==> src/rtl/memoredf_pkg.sv <==
// Shared types and default sizing for the MemGuard dispatch path.
// Optional statistics are enabled with the QUEUE_DISPATCHER_STATS_EN macro.
package memoredf_pkg;
  localparam int NUM_QUEUES_DEFAULT      = 4;
  localparam int DATA_WIDTH_DEFAULT      = 64;
  localparam int MAX_OUTSTANDING_DEFAULT = 4;
  localparam int QUEUE_ID_WIDTH          = $clog2(NUM_QUEUES_DEFAULT);

  typedef enum logic {IDLE, SEND} dispatch_state_t;

  typedef logic [DATA_WIDTH_DEFAULT-1:0] descriptor_t;
endpackage

==> src/rtl/queue_dispatcher_if.sv <==
// Grant, queue, memory-side and completion signals of queue_dispatcher.
// issued_count exists only when QUEUE_DISPATCHER_STATS_EN is defined.
interface queue_dispatcher_if
  import memoredf_pkg::*;
#(
  parameter int NUMBER_OF_QUEUES = NUM_QUEUES_DEFAULT,
  parameter int DATA_WIDTH       = DATA_WIDTH_DEFAULT
);
  localparam int QID_W = (NUMBER_OF_QUEUES > 1) ? $clog2(NUMBER_OF_QUEUES) : 1;

  logic                                        valid;
  logic [QID_W-1:0]                            selection;
  logic [NUMBER_OF_QUEUES-1:0]                 empty;
  logic [NUMBER_OF_QUEUES-1:0][DATA_WIDTH-1:0] head_data;
  logic [NUMBER_OF_QUEUES-1:0]                 pop;
  logic [NUMBER_OF_QUEUES-1:0]                 consumed;
  logic                                        m_valid;
  logic                                        m_ready;
  logic [DATA_WIDTH-1:0]                       m_data;
  logic [QID_W-1:0]                            m_qid;
  logic                                        resp_valid;
  logic [7:0]                                  outstanding;
  logic                                        error;
`ifdef QUEUE_DISPATCHER_STATS_EN
  logic [NUMBER_OF_QUEUES-1:0][31:0]           issued_count;
`endif

  modport master (
    input  valid, selection, empty, head_data, m_ready, resp_valid,
    output pop, consumed, m_valid, m_data, m_qid, outstanding, error
`ifdef QUEUE_DISPATCHER_STATS_EN
    , output issued_count
`endif
  );

  modport slave (
    output valid, selection, empty, head_data, m_ready, resp_valid,
    input  pop, consumed, m_valid, m_data, m_qid, outstanding, error
`ifdef QUEUE_DISPATCHER_STATS_EN
    , input issued_count
`endif
  );
endinterface

==> src/rtl/queue_dispatcher_outstanding_counter.sv <==
// In-flight transaction counter: up on issue, down on completion, floors at zero.
// A completion with nothing in flight sets a sticky error flag.
module outstanding_counter (
  input  logic       clock,
  input  logic       reset,
  input  logic       inc,
  input  logic       dec,
  input  logic [7:0] max,
  output logic [7:0] count,
  output logic       error
);
  always_ff @(posedge clock or posedge reset) begin
    if (reset) begin
      count <= 8'd0;
      error <= 1'b0;
    end else begin
      if (dec && (count == 8'd0)) error <= 1'b1;
      unique case ({inc, dec})
        2'b10:   if (count < max) count <= count + 8'd1;
        2'b01:   if (count != 8'd0) count <= count - 8'd1;
        default: count <= count;
      endcase
    end
  end
endmodule

==> src/rtl/queue_dispatcher.sv <==
// Pops the MemGuard-granted queue and forwards its head descriptor downstream.
// Optional per-queue issue counters: define QUEUE_DISPATCHER_STATS_EN.
module queue_dispatcher
  import memoredf_pkg::*;
#(
  parameter int NUMBER_OF_QUEUES = NUM_QUEUES_DEFAULT,
  parameter int DATA_WIDTH       = DATA_WIDTH_DEFAULT,
  parameter int MAX_OUTSTANDING  = MAX_OUTSTANDING_DEFAULT
) (
  input logic               clock,
  input logic               reset,
  queue_dispatcher_if.master bus
);
  localparam int QID_W = (NUMBER_OF_QUEUES > 1) ? $clog2(NUMBER_OF_QUEUES) : 1;

  dispatch_state_t             state, next_state;
  logic                        accept;
  logic                        handshake;
  logic [NUMBER_OF_QUEUES-1:0] grant_one_hot;
  logic [7:0]                  count;
  logic                        count_error;

  always_ff @(posedge clock or posedge reset) begin
    if (reset) state <= IDLE;
    else       state <= next_state;
  end

  always_comb begin
    next_state    = state;
    accept        = 1'b0;
    handshake     = 1'b0;
    grant_one_hot = '0;
    grant_one_hot[bus.selection] = 1'b1;
    unique case (state)
      IDLE: begin
        if (bus.valid && !bus.empty[bus.selection] &&
            (count < 8'(MAX_OUTSTANDING)) &&
            (32'(bus.selection) < NUMBER_OF_QUEUES)) begin
          accept     = 1'b1;
          next_state = SEND;
        end
      end
      SEND: begin
        if (bus.m_ready) begin
          handshake  = 1'b1;
          next_state = IDLE;
        end
      end
      default: next_state = IDLE;
    endcase
  end

  // Descriptor is captured on the accept edge and held through the whole SEND phase.
  always_ff @(posedge clock or posedge reset) begin
    if (reset) begin
      bus.pop      <= '0;
      bus.consumed <= '0;
      bus.m_data   <= '0;
      bus.m_qid    <= '0;
    end else begin
      bus.pop      <= accept ? grant_one_hot : '0;
      bus.consumed <= accept ? grant_one_hot : '0;
      if (accept) begin
        bus.m_data <= bus.head_data[bus.selection];
        bus.m_qid  <= bus.selection;
      end
    end
  end

  assign bus.m_valid = (state == SEND);

  outstanding_counter u_outstanding (
    .clock (clock),
    .reset (reset),
    .inc   (handshake),
    .dec   (bus.resp_valid),
    .max   (8'(MAX_OUTSTANDING)),
    .count (count),
    .error (count_error)
  );

  assign bus.outstanding = count;
  assign bus.error       = count_error;

`ifdef QUEUE_DISPATCHER_STATS_EN
  always_ff @(posedge clock or posedge reset) begin
    if (reset) begin
      bus.issued_count <= '0;
    end else if (handshake) begin
      bus.issued_count[bus.m_qid] <= bus.issued_count[bus.m_qid] + 32'd1;
    end
  end
`endif
endmodule

==> src/flat_wrapper.sv <==
// flat-port wrapper written by rule: the top's interface ports become plain ports
module queue_dispatcher_flat import memoredf_pkg::*;
#(
  parameter int NUMBER_OF_QUEUES = NUM_QUEUES_DEFAULT,
  parameter int DATA_WIDTH       = DATA_WIDTH_DEFAULT,
  parameter int MAX_OUTSTANDING  = MAX_OUTSTANDING_DEFAULT
)
  (clock, reset, bus_valid, bus_selection, bus_empty, bus_head_data, bus_m_ready, bus_resp_valid, bus_pop, bus_consumed, bus_m_valid, bus_m_data, bus_m_qid, bus_outstanding, bus_error);
  queue_dispatcher_if #(.NUMBER_OF_QUEUES(NUMBER_OF_QUEUES), .DATA_WIDTH(DATA_WIDTH)) bus_i ();
  input logic clock;
  input logic reset;
  input wire logic [$bits(bus_i.valid)-1:0] bus_valid;
  input wire logic [$bits(bus_i.selection)-1:0] bus_selection;
  input wire logic [$bits(bus_i.empty)-1:0] bus_empty;
  input wire logic [$bits(bus_i.head_data)-1:0] bus_head_data;
  input wire logic [$bits(bus_i.m_ready)-1:0] bus_m_ready;
  input wire logic [$bits(bus_i.resp_valid)-1:0] bus_resp_valid;
  output wire logic [$bits(bus_i.pop)-1:0] bus_pop;
  output wire logic [$bits(bus_i.consumed)-1:0] bus_consumed;
  output wire logic [$bits(bus_i.m_valid)-1:0] bus_m_valid;
  output wire logic [$bits(bus_i.m_data)-1:0] bus_m_data;
  output wire logic [$bits(bus_i.m_qid)-1:0] bus_m_qid;
  output wire logic [$bits(bus_i.outstanding)-1:0] bus_outstanding;
  output wire logic [$bits(bus_i.error)-1:0] bus_error;
  assign bus_i.valid = bus_valid;
  assign bus_i.selection = bus_selection;
  assign bus_i.empty = bus_empty;
  assign bus_i.head_data = bus_head_data;
  assign bus_i.m_ready = bus_m_ready;
  assign bus_i.resp_valid = bus_resp_valid;
  assign bus_pop = bus_i.pop;
  assign bus_consumed = bus_i.consumed;
  assign bus_m_valid = bus_i.m_valid;
  assign bus_m_data = bus_i.m_data;
  assign bus_m_qid = bus_i.m_qid;
  assign bus_outstanding = bus_i.outstanding;
  assign bus_error = bus_i.error;
  queue_dispatcher #(.NUMBER_OF_QUEUES(NUMBER_OF_QUEUES), .DATA_WIDTH(DATA_WIDTH), .MAX_OUTSTANDING(MAX_OUTSTANDING)) u_core (.clock(clock), .reset(reset), .bus(bus_i));
endmodule
==> config.mk <==
export PLATFORM = sky130hd
export DESIGN_NAME = queue_dispatcher_flat
export DESIGN_NICKNAME = d
export VERILOG_FILES = /design/src/rtl/memoredf_pkg.sv /design/src/rtl/queue_dispatcher_if.sv /design/src/rtl/queue_dispatcher_outstanding_counter.sv /design/src/rtl/queue_dispatcher.sv /design/src/flat_wrapper.sv
export SDC_FILE = /design/constraint.sdc
export NUM_CORES = 1
export LEC_CHECK = 0
export ABC_AREA = 1
export BUFFER_PORTS_ARGS = -buffer_cell sky130_fd_sc_hd__buf_4
export CAP_MARGIN = 20
export CORE_AREA = 2 2 135 137
export DETAILED_ROUTE_END_ITERATION = 16
export DIE_AREA = 0 0 137 139
export PLACE_DENSITY = 0.7
export SYNTH_ARGS = -nofsm -noshare
export SYNTH_HDL_FRONTEND = slang
export SYNTH_SLANG_ARGS = --single-unit
==> constraint.sdc <==
create_clock -name clock -period 4.6 [get_ports clock]
set_input_delay 0.23 -clock clock [delete_from_list [all_inputs] [get_ports clock]]
set_output_delay 0.23 -clock clock [all_outputs]
set_load 0.02 [all_outputs]
* Word level (Yosys, flattened, before mapping)
Index checks and enable logic that the tools add are counted.
** Storage, ports and cells
- Word-level logic and storage cells :: 41
- Bits in registers :: 80
- Output and inout bits :: 84
** Cells by class
- Mux-type cells :: 16
- $lt $le $gt $ge :: 3
- Bitwise logic cells :: 1
- Add/sub/neg operators :: 2
- Reduce and logical (&&, ||, !) cells :: 9
- Equality and inequality tests :: 4
** Operators with widths (count)
- $bmux W64 S2 :: 1
- $mux W64 :: 1
- $mux W8 :: 2
- $pmux W8 S2 :: 1
- $add A8 B1 Y8 const B :: 1
- $logic_not A8 Y1 :: 1
- $lt A8 B3 Y1 const B :: 1
- $reduce_bool A8 Y1 :: 1
- $sub A8 B1 Y8 const B :: 1
- $mux W1 :: 7
- $logic_and A1 B1 Y1 :: 4
- $mux W4 :: 1
- $lt A2 B3 Y1 const B :: 1
- $reduce_and A3 Y1 :: 1
- $bmux W1 S2 :: 1
- $demux W1 S2 :: 1
- $eq A2 B1 Y1 const B :: 1
- $eq A2 B2 Y1 const B :: 1
- $ge A2 B1 Y1 const B :: 1
- $ne A2 B1 Y1 const B :: 1
- $ne A2 B2 Y1 const B :: 1
- $pmux W1 S2 :: 1
- $reduce_bool A2 Y1 :: 1
- $logic_not A1 Y1 :: 1
- $not A1 Y1 :: 1

* Logic depth before layout (Yosys ltp)
- Word-level depth :: 8
- Depth in mapped cells :: 15
- Gate-level depth less buffers :: 15

* Hierarchy
From an unflattened synthesis, not the netlist that was laid out.
** Second synthesis, totals
- Cells, all modules :: 1094
- Area, all modules :: 6187.2 um^2
** By module, submodules not included
- queue_dispatcher :: times used 1, seq. area each 1776.7 um^2, area an instance 5262.5 um^2, cells an instance 944
- outstanding_counter :: times used 1, seq. area each 225.2 um^2, area an instance 924.6 um^2, cells an instance 150

* Least setup slack after synthesis
No wires, ideal clock.
- Kind :: reg2reg
- From :: register u_core.state, in the netlist u_core.bus.m_valid
- To :: register u_core.u_outstanding.count[4]
- Clock period less this slack :: 1.773 ns
- Path slack :: 2.827 ns
- Library setup time :: 0.127 ns
- Arrival time :: 1.647 ns
- Cell stages (with the launch flop) :: 16
- Data required time :: 4.473 ns
- Path through :: dfrtp_1 nand2_1 nand2_2 nand2_1 nand2_1 inv_1 ha_1 inv_1 nand2_1 inv_1 nor2_1 nand2_1 nand2_1 nand2_1 nand3_1 o21ai_0
** On the way
- Word-level cells in the longest chain between the ends :: 4
** RTL lines
- from (decl) :: line queue_dispatcher.sv:16 : dispatch_state_t state, next_state;
- from (signal assigned) :: line queue_dispatcher.sv:25 : else state <= next_state;
- $mux W1 * :: line queue_dispatcher.sv:34 : unique case (state)
- $eq A2 B2 Y1 or $eq A2 B1 Y1 (tied branches) :: line queue_dispatcher_outstanding_counter.sv:18 : unique case ({inc, dec})
- $ne A2 B1 Y1 (no source line) (tied with other cells)
- $reduce_and A3 Y1 (no source line)
- to (signal assigned) :: line queue_dispatcher_outstanding_counter.sv:19 : 2'b10: if (count < max) count <= count + 8'd1;
- to (signal assigned) :: line queue_dispatcher_outstanding_counter.sv:20 : 2'b01: if (count != 8'd0) count <= count - 8'd1;
- to (signal assigned) :: line queue_dispatcher_outstanding_counter.sv:21 : default: count <= count;
- to (decl) :: line queue_dispatcher_outstanding_counter.sv:9 : output logic [7:0] count,
Every way passes the cells marked *; elsewhere a longest branch is shown, timed or not.
A chain may end at the register's enable or synchronous reset.

* Worst setup path after layout
- From :: input port bus_selection[0]
- To :: register u_core.bus.m_data[59]
** On the way
- Word-level cells in the longest chain between the ends :: 7
** RTL lines
- from (decl) :: line flat_wrapper.sv:13 : input wire logic [$bits(bus_i.selection)-1:0] bus_selection;
- $bmux W1 S2 :: line queue_dispatcher.sv:36 : if (bus.valid && !bus.empty[bus.selection] &&
- $mux W1 (implied by the code) :: line queue_dispatcher.sv:36
- $logic_not A1 Y1 :: line queue_dispatcher.sv:36
- $logic_and A1 B1 Y1 (2 in a row) :: line queue_dispatcher.sv:36
- $mux W1 :: line queue_dispatcher.sv:36
- $mux W1 :: line queue_dispatcher.sv:34
- to (signal assigned) :: line queue_dispatcher.sv:64 : bus.m_data <= bus.head_data[bus.selection];
- to (decl) :: line queue_dispatcher_if.sv:30 : output pop, consumed, m_valid, m_data, m_qid, outstanding, error
Several ways; a longest one is shown, not always the timed one. The select of a mux whose other input is x is not followed.

==> flow_summary.toml <==
[cts]
cts.sinks = 80
numCtsBuffers = 9
holdBufCountCts = 0
cts.clk_slew.worst_paths_ns = 0.06
clk_latency_ns = 0.34
cts_tree = "done"
ctsResizeCount = 0
cts.path.max_buffers = 2
cts_setup_buffers = 0
h-tree-depth = 3
clockRootBuffer = "clkbuf_16"

[power]
ir_drop_mv = 0.207
powerDensity_nw_per_um2 = 407
leakagePower_nw = 4.12
finalPower_mw = 3.20

[place]
dpl.hpwl_mm = 13.8
port_buffers = 350
dpl_cell_area_um2 = 7560
place_congestion = 0.891

[floorplan]
core-area_um2 = 17700
die_w_um = 137
ios = 351
placementRows = 49
initial_core_util_pct = 27.6
fp.dieH_um = 139
fp.dieArea_um2 = 19000

[sta]
fin_crit_sh_pct = 47.5
timing.hold.ws_ns = 0.00966
finalClockSkew_ns = 0.00829
rsz0062_at_grt = "no"
fin_setup_tns_ns = 0
hold_violations = 0
fin_crit_ns = 2.19
fmax_mhz = 457
finalSetupViolations = 0
slew_violations = 0
maxSlewHeadroom_pct = 47.7
tightest_slew_ns = 0.784

[flow_run]
max_cap_viol_count = 0

[run_status]
run_status = "finished, final reports clean"

[critical_path]
crit_arrival_ns = 2.43
end_kind = "register"
crit_slowest_cell = "or2_4"
critPathKind = "input port to register"
reg2reg_from = "u_core.u_outstanding.count[7]"
crit_chain = "buf_4 > or2_4 > o211ai_2 > nor2_2 > nand2_4 > buf_16 > buf_4 > o21ai_0"
critPathBufInv = 3
cp_data_required_time_ns = 4.84
reg2reg_to = "u_core.bus.m_data[59]"
worstRegToRegCells = 9
cpLargestDelayFamily = "simple AND/OR/NAND/NOR gates"
rrSetupSlack_ns = 2.48
critPathMaxStageDelay_ns = 0.61
start_kind = "input port"
cpMostUsedCell = "buf_4"
critPathMaxFanout = 68

[drt]
dr.pass1.iters = 4
drtAntennaViolNets = 0
via_per_inst = 4.92
routedWlPerCell_um = 15.8
route.vias.total = 5841
drt-initial-drc-count = 369
drc = 0
wirelength_mm = 18.8

[logic_synthesis]
yosys_warnings = 0
syn_area_um2 = 4880
avgSynthCellArea_um2 = 7.61
syn_inst = 641
synth_fp_nets = 909
ys_seq_area_share_pct = 41.0
ys_seq_elements = 80
yosysUniqueCellTypes = 31

[final_layout]
final_cell_area_um2 = 7870
drive_gt1_share_pct = 40.2
areaGrowthSynthToFinish_pct = 61.3
layout_commonest_cell = "buf_4"
final_core_util_pct = 44.6
diodes = 0
nNetsFinal = 1223
final_cell_mix = "358 x buf_4, 110 x nand2_1, 82 x inv_1, 82 x nand3_1, 80 x dfrtp_1"

[global_route]
grt.busiest_layer = "met2"
grt_use_met3_pct = 4.24
grtUsageTotal_pct = 19.3
grt_start_max_net_pins = 111
met2_usage_pct = 33.0
grt_pass1_wl_mm = 28.7
antenna_found_initial = 0
grtUsageMet1_pct = 23.0
gr-total-overflow = 0
grt_pass1_vias = 5655

[worst_hold_path]
min-delay-path-class = "input port to asynchronous set/reset pin"
## power breakdown
group,switching (mW),total (mW),leakage (nW),internal [mW]
logic,0.773,1.41,2.92,0.638
registers,0.157,1.08,1.06,0.926
clock network,0.278,0.707,0.141,0.429
total,1.21,3.20,4.12,1.99
## metrics by stage
stage / setup slack [ns] / instances
2_1_floorplan: 2.32 / 641
4_1_cts: 2.13 / 1186
3_5_place_dp: 1.78 / 1172
6_report: 2.41 / 1187
5_1_grt: 2.22 / 1187
3_3_place_gp: 1.85 / 1172
## layout make-up
type,count,area [µm²]
Clock buffer,11,243
Clock inverter,3,43.8
Fill cell,1831,9780
Inverter,85,320
Multi-Input combinational cell,420,2260
Sequential cell,80,2000
Tap cell,229,287
Timing Repair Buffer,359,2720
## synth_stat cells, drive strengths merged
library cell / count / area [µm²]
buf: 23 / 173
or2: 2 / 15.0
o211ai: 1 / 12.5
clkbuf: 33 / 131
inv: 85 / 319
a221oi: 64 / 561
a31o: 1 / 8.76
nand3b: 2 / 15.0
xnor2: 1 / 8.76
and3: 1 / 6.26
xor2: 1 / 8.76
nor2: 13 / 53.8
nor3: 1 / 10.0
dfrtp: 80 / 2000
ha: 1 / 12.5
o21bai: 1 / 7.51
o21ai: 134 / 671
o31ai: 2 / 15.0
nand2: 112 / 430
nand3: 82 / 410
a41o: 1 / 10.0
## routing by layer
metal,vias to the layer above,part of all wire [%]
met3,36,8.0
met4,0,2.8
met5,-,0
met1,2691,40
met2,269,49
li1,2845,-
## worst reg2reg max path, stage by stage, from the launching register on
cell	delay, ns
dfrtp_1	0.43
nor2_1	0.13
nand2_1	0.08
nor2_2	0.12
inv_1	0.09
nor2_2	0.17
nand2_4	0.27
buf_16	0.31
buf_4	0.22
o21ai_0	0.19
## kinds of logic after synthesis
kind of cell	share of synthesized area (%)
buffers and inverters	12.8
DFF	41.0
adders and majority gates	0.256
xor gates and xnor gates	0.359
and+or+nand+nor	19.3
AOI/OAI and AO/OA	26.3
## flip-flops by register name, indices dropped and copies added (netlist names)
register and flops:
u_core.u_outstanding.count 8, u_core.bus.pop 4, u_core.bus.m_qid 2, u_core.bus.m_valid 1, u_core.bus.m_data 64, u_core.u_outstanding.error 1
## worst max path at each step
stage,cells past startpoint,endpoint,from
finish,8,u_core.bus.m_data[59],bus_selection[0]
global route,8,u_core.bus.m_data[59],bus_selection[0]
CTS,7,u_core.bus.m_data[59],bus_selection[0]
detailed placement,7,u_core.bus.m_data[59],bus_selection[0]
global placement,8,u_core.bus.m_data[52],bus_selection[0]
floorplan,1,u_core.bus.m_data[0],reset
Note: power is estimated with default switching activity, not from simulation.
